--- src/rtl/bcd_updown_counter.sv ---
// Multi-digit BCD up/down counter with clock-enable prescaler, parallel load and wrap pulse.
// Define BCD_CNT_SAT_EN to add the sat_mode port and run-time selectable saturation at the limits.
module bcd_updown_counter #(
   parameter int DIGITS   = 4,
   parameter int PRESCALE = 1_000_000
) (
   input  logic                clk,
   input  logic                reset_p,
   input  logic                enable,
   input  logic                up_down,
   input  logic                load,
   input  logic [4*DIGITS-1:0] load_value,
`ifdef BCD_CNT_SAT_EN
   input  logic                sat_mode,
`endif
   output logic [4*DIGITS-1:0] count,
   output logic                tick,
   output logic                carry,
   output logic                at_limit
);

   localparam int PW = (PRESCALE > 1) ? $clog2(PRESCALE) : 1;
   localparam logic [PW-1:0] PSC_LAST = PW'(PRESCALE - 1);

   logic [4*DIGITS-1:0] count_q, count_d;
   logic [PW-1:0]       psc_q, psc_d;
   logic                carry_q, carry_d;

   logic [4*DIGITS-1:0] step_cnt;
   logic [3:0]          dig;
   logic                cy;
   logic                all_nines, all_zeros;
   logic                sat_hold;

   // Digits above 9 are not valid BCD; pin them to 9 so the display never shows garbage.
   function automatic logic [4*DIGITS-1:0] clamp_bcd(input logic [4*DIGITS-1:0] v);
      logic [4*DIGITS-1:0] r;
      r = v;
      for (int i = 0; i < DIGITS; i++) begin
         if (v[4*i +: 4] > 4'd9) r[4*i +: 4] = 4'd9;
      end
      return r;
   endfunction

   always_comb begin
      all_nines = 1'b1;
      all_zeros = 1'b1;
      for (int i = 0; i < DIGITS; i++) begin
         if (count_q[4*i +: 4] != 4'd9) all_nines = 1'b0;
         if (count_q[4*i +: 4] != 4'd0) all_zeros = 1'b0;
      end
   end

   assign at_limit = up_down ? all_nines : all_zeros;

`ifdef BCD_CNT_SAT_EN
   assign sat_hold = sat_mode & at_limit;
`else
   assign sat_hold = 1'b0;
`endif

   assign tick = enable & (psc_q == PSC_LAST) & ~reset_p & ~load;

   // Ripple the +1/-1 through the digits; the whole word still updates on one edge.
   always_comb begin
      step_cnt = count_q;
      cy       = 1'b1;
      dig      = 4'd0;
      for (int i = 0; i < DIGITS; i++) begin
         dig = count_q[4*i +: 4];
         if (cy) begin
            if (up_down) begin
               if (dig == 4'd9) begin
                  dig = 4'd0;
                  cy  = 1'b1;
               end else begin
                  dig = dig + 4'd1;
                  cy  = 1'b0;
               end
            end else begin
               if (dig == 4'd0) begin
                  dig = 4'd9;
                  cy  = 1'b1;
               end else begin
                  dig = dig - 4'd1;
                  cy  = 1'b0;
               end
            end
         end
         step_cnt[4*i +: 4] = dig;
      end
   end

   always_comb begin
      count_d = count_q;
      psc_d   = psc_q;
      carry_d = 1'b0;
      if (load) begin
         count_d = clamp_bcd(load_value);
         psc_d   = '0;
      end else if (enable) begin
         psc_d = (psc_q == PSC_LAST) ? '0 : psc_q + 1'b1;
         if (tick && !sat_hold) begin
            count_d = step_cnt;
            carry_d = at_limit;
         end
      end
   end

   always_ff @(posedge clk) begin
      if (reset_p) begin
         count_q <= '0;
         psc_q   <= '0;
         carry_q <= 1'b0;
      end else begin
         count_q <= count_d;
         psc_q   <= psc_d;
         carry_q <= carry_d;
      end
   end

   assign count = count_q;
   assign carry = carry_q;

endmodule

--- config.mk ---
export PLATFORM = sky130hd
export DESIGN_NAME = bcd_updown_counter
export DESIGN_NICKNAME = d
export VERILOG_FILES = /design/src/rtl/bcd_updown_counter.sv
export SDC_FILE = /design/constraint.sdc
export NUM_CORES = 1
export LEC_CHECK = 0
export BUFFER_PORTS_ARGS = -buffer_cell sky130_fd_sc_hd__buf_2
export CORE_MARGIN = 2
export CORE_UTILIZATION = 55
export DETAILED_ROUTE_END_ITERATION = 6
export PLACE_DENSITY = 0.79
export SYNTH_ARGS = -nofsm -noshare
export SYNTH_HDL_FRONTEND = slang
export SYNTH_SLANG_ARGS = --single-unit
--- constraint.sdc ---
create_clock -name clk -period 2.4 [get_ports clk]
set_input_delay 0.48 -clock clk [delete_from_list [all_inputs] [get_ports clk]]
set_output_delay 0.48 -clock clk [all_outputs]
set_load 0.1 [all_outputs]
==> results of run 1 <==
-- power by group through the flow --
stage | Combinational, W | Sequential, W | Clock (W)
floorplan | 0.000186 | 0.000795 | 0
global placement | 0.000354 | 0.000698 | 0
detailed placement | 0.000359 | 0.000699 | 0
CTS | 0.000360 | 0.000685 | 0.000527
global route | 0.000388 | 0.000691 | 0.000552
finish | 0.000360 | 0.000685 | 0.000515
-- cells in the final DEF (no fill, tap or decap), drive strengths merged, types with 3 or more instances in the layout --
master,instances
nor2b,7
o31ai,3
nand4,6
buf,49
a21o,3
nand3,10
and4,3
a211oi,5
a221o,4
or2,4
and3,4
o21ai,16
xor2,5
o22ai,7
xnor2,21
and2,4
nor3,17
a221oi,4
a21oi,14
nand2,17
mux2i,6
dfxtp,37
nor4,7
nor2,45
inv,12
nand2b,7
clkbuf,8
nand3b,6
nor4b,5
-- layer usage --
metal,GRT usage,share of wire,up-vias
met5,0,0,-
met3,0.0534,0.045,9
met4,0.0818,0.012,0
met2,0.414,0.50,61
met1,0.306,0.44,1168
li1,-,-,1245
-- repair_timing --
action                                 4_1_cts  5_1_grt
resized for setup                            1        6
endpoints found under the hold margin        0        0
pin swaps                                    0        3
gates cloned                                 0        0
buffers inserted                             0        1
setup endpoints to repair                    1        1
-- worst reg2reg max path: cells and delay by family (launching register included) --
family	cells	cell delay, ps
AND/OR/NAND/NOR	3	850
AO/OA/AOI/OAI	2	480
flip-flops	1	380
buffers and inverters	1	160
-- cells by family (layout without fill, tap and decap cells) --
group,count (synthesis),count (layout),share of synthesized area
AND/OR/NAND/NOR,147,147,0.321
AO/OA/AOI/OAI,72,72,0.195
multiplexers,8,8,0.0329
flip-flops,37,37,0.295
adder cells (fa/ha/maj),1,1,0.00498
XOR/XNOR,26,26,0.0907
buffers and inverters,39,69,0.0608
-- cell type report --
type,instances,area share
multi-input cells,254,0.564
repair buffers,49,0.102
inverters,12,0.0153
well taps,52,0.0220
flip-flops and latches,37,0.259
clock buffers,8,0.0377
-- metrics by stage --
stage,utilization,cell area (µm²),hold WS (ps),instances
2_1_floorplan,-,2560,480,330
4_1_cts,0.666,2920,421,411
6_report,0.674,2950,426,412
5_1_grt,0.674,2950,433,412
3_3_place_gp,0.640,2810,509,403
3_5_place_dp,0.640,2810,523,403
-- flip-flops by register name, summed over array words and instances (netlist names) --
register and cells:
psc_q 20, count 16, carry 1
-- worst paths after layout --
check	from	end	slack (ps)	cells past startpoint
max	psc_q[11]	tick	110	5
min	load_value[7]	count[6]	430	2
max reg2reg	psc_q[11]	count[2]	420	6
min reg2reg	psc_q[3]	psc_q[3]	550	2
==> flow_metrics.py, run 1 <==
metrics = {
    "outcome": {
        "run_status": "finished clean",
    },
    "detailed_routing": {
        "vias": 2483,
        "drt-vias-per-instance": 6.03,
        "wirelength_mm": 6.01,
        "drt.antenna.violating_nets": 0,
        "first_pass_iters": 4,
        "drt_iter0_markers": 191,
        "wire_per_inst_um": 14.6,
        "drc": 0,
    },
    "timing": {
        "slew_headroom": 0.678,
        "layout_worst_path_cycle_share": 0.956,
        "max_freq_mhz": 436,
        "setup_viol": 0,
        "grt_setup_unrepaired": "no",
        "maxSlewViolCount": 0,
        "worst_pin_slew_ps": 486,
        "setup_total_negative_slack_ps": 0,
        "setup_slack_ps": 105,
        "finalCriticalPeriod_ps": 2290,
        "final-hold-violation-count": 0,
        "worst_clock_skew_ps": 5.07,
    },
    "place": {
        "pre_cts_slack_ps": 232,
        "dp_hpwl_mm": 4.29,
        "place_congestion": 0.813,
        "numPortBuffers": 39,
    },
    "floorplan": {
        "fp.dieH_um": 71.6,
        "core-area_mm2": 0.00438,
        "die_width_um": 71.6,
        "boundaryPins": 40,
        "fp-row-count": 24,
        "fp.dieArea_mm2": 0.00512,
        "initial_core_util": 0.572,
    },
    "critical_path": {
        "required_ps": 1920,
        "critPathMaxFanout": 7,
        "setup.worst_path.class": "flip-flop to output port",
        "critPathTopFamily": "simple AND/OR/NAND/NOR gates",
        "cp.buffers_inverters": 1,
        "critical_path_arrival_ps": 1810,
        "timing.critical_path.to_type": "output port",
        "max_stage_delay_ps": 380,
        "critPathSlowestCell": "dfxtp_4",
        "list_of_cells_traversed_by_the_critical_path": "nor4b_4 > nand4_1 > or2_4 > nor2_4 > buf_12",
        "crit_path_start_kind": "flip-flop",
    },
    "yosys": {
        "register_bit_total_from_synthesis": 37,
        "synthDominantAreaCellType": "dfxtp_1",
        "postSynthNetCount": 352,
        "async_flop_share": 0,
        "ys_top_cells_by_area": "dfxtp_1 30%, xnor2_1 7.3%, nor2_1 6.7%, nor3_1 3.2%, clkbuf_1 3.1%",
        "synthMostInstantiatedCell": "nor2_1",
        "synthesis.area_mm2": 0.00251,
        "dominantRegCellSynth": "dfxtp_1",
        "synth_commonest_cells": "45 x nor2_1, 37 x dfxtp_1, 21 x clkbuf_1, 21 x xnor2_1, 17 x nand2_1",
        "yosys_warnings": 0,
        "postSynthAreaPerCell_um2": 7.61,
        "synth_top_cell_area_share": 0.295,
        "yosysSeqAreaShare": 0.295,
        "synthesis.instances": 330,
        "number_of_flops_mapped_to_enable_cells_by_yosys": 0,
        "synth_cell_type_count": 57,
    },
    "pwr": {
        "finalPower_w": 0.00156,
        "pwr-share-clk": 0.330,
        "power.net_switching_w": 0.000519,
        "intPower_w": 0.00104,
        "power.leakage_nw": 1.06,
        "ir_drop_mv": 0.353,
        "power.sequential.fraction": 0.439,
        "p_per_area_mw_per_mm2": 528,
        "switching_share": 0.332,
        "power_frac_comb": 0.231,
    },
    "global_routing": {
        "first_pass_grt_wire_length_mm": 10.1,
        "grt_max_degree": 22,
        "first_global_vias": 2308,
        "number_of_antenna_violations_at_the_first_check_in_global_routing": 0,
        "globalRouteTotalUtil": 0.243,
        "global_route.overflow_total": 0,
    },
    "cts": {
        "clk_sinks": 37,
        "clk_transition_reported_paths_ps": 70,
        "number_of_h_tree_levels": 2,
        "max-clock-path-buffers": 2,
        "cts_root_buf": "clkbuf_8",
        "numCtsBuffers": 5,
        "worst_skew_pair.late_latency_ps": 290,
        "cts-hold-fix-buffers": 0,
        "tritoncts": "done",
    },
    "layout": {
        "sequential_cell_area_um2": 766,
        "final_layout_size_suffix_gt1_frac": 0.239,
        "final_antenna_diode_count": 0,
        "final.fill_count": 387,
        "multiInputGateArea_mm2": 0.00167,
        "fin_nets": 381,
        "synthesis_to_layout_area_growth_pct": 17.6,
    },
    "flow_run": {
        "maxCapViolCount": 0,
    },
    "worst_hold_path": {
        "hp-class": "input port to flip-flop",
    },
}
Note: power is estimated with default switching activity, not from simulation.
==> inputs of run 2 (changes only) <==
--- a/config.mk
+++ b/config.mk
@@ -5,11 +5,12 @@
 export SDC_FILE = /design/constraint.sdc
 export NUM_CORES = 1
 export LEC_CHECK = 0
+export ABC_AREA = 1
 export BUFFER_PORTS_ARGS = -buffer_cell sky130_fd_sc_hd__buf_2
 export CORE_MARGIN = 2
 export CORE_UTILIZATION = 55
 export DETAILED_ROUTE_END_ITERATION = 6
-export PLACE_DENSITY = 0.79
+export PLACE_DENSITY = 0.78
 export SYNTH_ARGS = -nofsm -noshare
 export SYNTH_HDL_FRONTEND = slang
 export SYNTH_SLANG_ARGS = --single-unit
==> run 2 against run 1 <==
- combinational power is 29% higher
- wire length rose by 4.2%
- design area is 1.6% higher
- cell count rose by 30%
- clock power is 15% lower
- highest routed layer unchanged
- sequential share of layout area down 0.91 points
- largest power group unchanged
- worst hold slack got worse by 31 ps
- area after synthesis grew 5.0%
==> flow_metrics.py, run 2 <==
metrics = {
    "pwr": {
        "p_per_area_mw_per_mm2": 526,
        "ir_drop_mv": 0.367,
        "power.leakage_nw": 1.41,
    },
    "yosys": {
        "ys_top_cells_by_area": "dfxtp_1 28%, nand2_1 16%, nor2_1 9.0%, nand3_1 8.0%, inv_1 7.1%",
        "synthDominantAreaCellType": "dfxtp_1",
        "synthesis.instances": 440,
        "synth_commonest_cells": "114 x nand2_1, 63 x nor2_1, 50 x inv_1",
        "async_flop_share": 0,
        "synth_cell_type_count": 37,
        "postSynthNetCount": 462,
        "synthMostInstantiatedCell": "nand2_1",
        "synth_top_cell_area_share": 0.281,
        "synthesis.area_mm2": 0.00264,
        "register_bit_total_from_synthesis": 37,
        "number_of_flops_mapped_to_enable_cells_by_yosys": 0,
        "dominantRegCellSynth": "dfxtp_1",
        "postSynthAreaPerCell_um2": 5.99,
        "yosys_warnings": 0,
        "yosysSeqAreaShare": 0.281,
    },
    "cts": {
        "worst_skew_pair.late_latency_ps": 290,
        "number_of_h_tree_levels": 2,
        "post-cts-setup-buffers": 0,
        "tritoncts": "done",
        "numCtsBuffers": 5,
        "cts_root_buf": "clkbuf_8",
        "max-clock-path-buffers": 2,
        "cts-hold-fix-buffers": 0,
        "clk_sinks": 37,
        "clk_transition_reported_paths_ps": 80,
        "postCtsResizedCells": 0,
    },
    "floorplan": {
        "fp-row-count": 25,
        "boundaryPins": 40,
        "fp.dieH_um": 73.2,
        "fp.dieArea_mm2": 0.00536,
        "core-area_mm2": 0.00466,
        "die_width_um": 73.2,
        "initial_core_util": 0.565,
    },
    "critical_path": {
        "crit_path_start_kind": "flip-flop",
        "max_stage_delay_ps": 370,
        "critPathSlowestCell": "dfxtp_1",
        "setup.worst_path.class": "flip-flop to output port",
        "critical_path_arrival_ps": 1720,
        "critPathMaxFanout": 4,
        "timing.critical_path.to_type": "output port",
        "crit_top_cell": "nor2_2",
        "cp.buffers_inverters": 1,
        "list_of_cells_traversed_by_the_critical_path": "ha_1 > nand4_1 > nor2_2 > nand2_1 > nor2_2 > buf_12",
        "critPathTopFamily": "simple AND/OR/NAND/NOR gates",
        "required_ps": 1920,
    },
    "layout": {
        "fin_nets": 502,
        "largest_register_ffs": 20,
        "stdcell_count": 534,
        "layout_commonest_cell": "nand2_1",
        "final_antenna_diode_count": 0,
        "top_register": "psc_q",
        "synthesis_to_layout_area_growth_pct": 13.9,
        "commonest_cells_after_routing_fill_and_taps_aside": "114 x nand2_1, 63 x nor2_1, 50 x inv_1, 42 x nand3_1, 37 x buf_2",
        "final_layout_size_suffix_gt1_frac": 0.190,
    },
    "timing": {
        "maxSlewViolCount": 0,
        "finalCriticalPeriod_ps": 2200,
        "layout_worst_path_cycle_share": 0.917,
        "worst_pin_slew_ps": 504,
        "setup_viol": 0,
        "setup_total_negative_slack_ps": 0,
        "final-hold-violation-count": 0,
        "grt_setup_unrepaired": "no",
        "worst_clock_skew_ps": 12.1,
        "slew_headroom": 0.664,
        "max_freq_mhz": 454,
    },
    "global_routing": {
        "grt_max_degree": 26,
        "first_global_vias": 2538,
        "first_pass_grt_wire_length_mm": 10.6,
        "number_of_antenna_violations_at_the_first_check_in_global_routing": 0,
        "globalRouteTotalUtil": 0.249,
        "global_route.overflow_total": 0,
    },
    "detailed_routing": {
        "drt-vias-per-instance": 5.38,
        "drt.antenna.violating_nets": 0,
        "drt_iter0_markers": 177,
        "vias": 2872,
        "wire_per_inst_um": 11.7,
        "drc": 0,
        "wirelength_mm": 6.26,
        "first_pass_iters": 5,
    },
    "outcome": {
        "run_status": "finished clean",
    },
    "worst_hold_path": {
        "hp-class": "input port to flip-flop",
    },
    "flow_run": {
        "maxCapViolCount": 0,
    },
    "place": {
        "dp_hpwl_mm": 4.73,
        "numPortBuffers": 39,
        "place_congestion": 0.902,
        "place_inst": 527,
    },
}
-- run 2: cell count changes in the layout (fill, tap and decap cells not counted), moves of 9 or more --
| cell | delta |
|---|---|
| nand2_1 | +97 |
| inv_1 | +38 |
| nand3_1 | +33 |
| nor2_1 | +20 |
| a21oi_1 | +19 |
| xnor2_1 | -19 |
| nor2_2 | +9 |
-- run 2: where the power goes --
part / total (W) / internal, W / switching, W
Combinational: 0.000463 / 0.000121 / 0.000342
Clock: 0.000437 / 0.000228 / 0.000209
Sequential: 0.000678 / 0.000639 / 0.0000398
Total: 0.00158 / 0.000987 / 0.000591
-- run 2: area by class of cell --
type | count | area, µm²
Fill cell | 446 | 1660
Multi-Input combinational cell | 337 | 1630
Sequential cell | 37 | 751
Timing Repair Buffer | 43 | 255
Inverter | 56 | 210
Clock buffer | 7 | 86.3
Tap cell | 54 | 67.6
-- run 2: routing by layer --
| layer | vias up | part of all wire | track usage |
|---|---|---|---|
| met1 | 1293 | 0.44 | 0.297 |
| met5 | - | 0 | 0 |
| met2 | 72 | 0.50 | 0.447 |
| met3 | 10 | 0.046 | 0.0456 |
| met4 | 0 | 0.016 | 0.0782 |
| li1 | 1497 | - | - |
-- run 2: cells by family (layout without fill, tap and decap cells) --
kind of cell	count (synthesis)	count (layout)	synth area share
AND/OR/NAND/NOR	267	267	0.455
buffers and inverters	66	106	0.104
AO/OA/AOI/OAI	62	62	0.131
flip-flops	37	37	0.281
XOR/XNOR	7	7	0.0233
adder cells (fa/ha/maj)	1	1	0.00475
-- run 2: worst paths after layout --
| path | start | end | slack (ps) | cells after the start |
|---|---|---|---|---|
| worst max-delay path | psc_q[0] | tick | 200 | 6 |
| worst max register to register | psc_q[0] | psc_q[14] | 760 | 8 |
| worst min register to register | psc_q[0] | psc_q[0] | 500 | 2 |
| worst min-delay path | reset_p | count[0] | 400 | 2 |
-- run 2: worst reg2reg max path, stage by stage (launching register included) --
cell and delay, ps:
dfxtp_1 370, ha_1 220, nand4_1 130, nor2_2 160, nand2_1 110, nand2_1 240, inv_1 160, o21ai_1 100
a21oi_1 50
-- run 2: through the flow --
step / hold WS, ps / area [µm²] / util / total power (W) / setup slack [ps]
floorplan: 466 / 2660 / - / 0.00106 / 38.4
global placement: 481 / 2910 / 0.625 / 0.00115 / 485
detailed placement: 490 / 2910 / 0.625 / 0.00115 / 452
CTS: 388 / 3000 / 0.644 / 0.00159 / 182
global route: 401 / 3000 / 0.644 / 0.00166 / 50.2
finish: 395 / 3000 / 0.644 / 0.00158 / 200
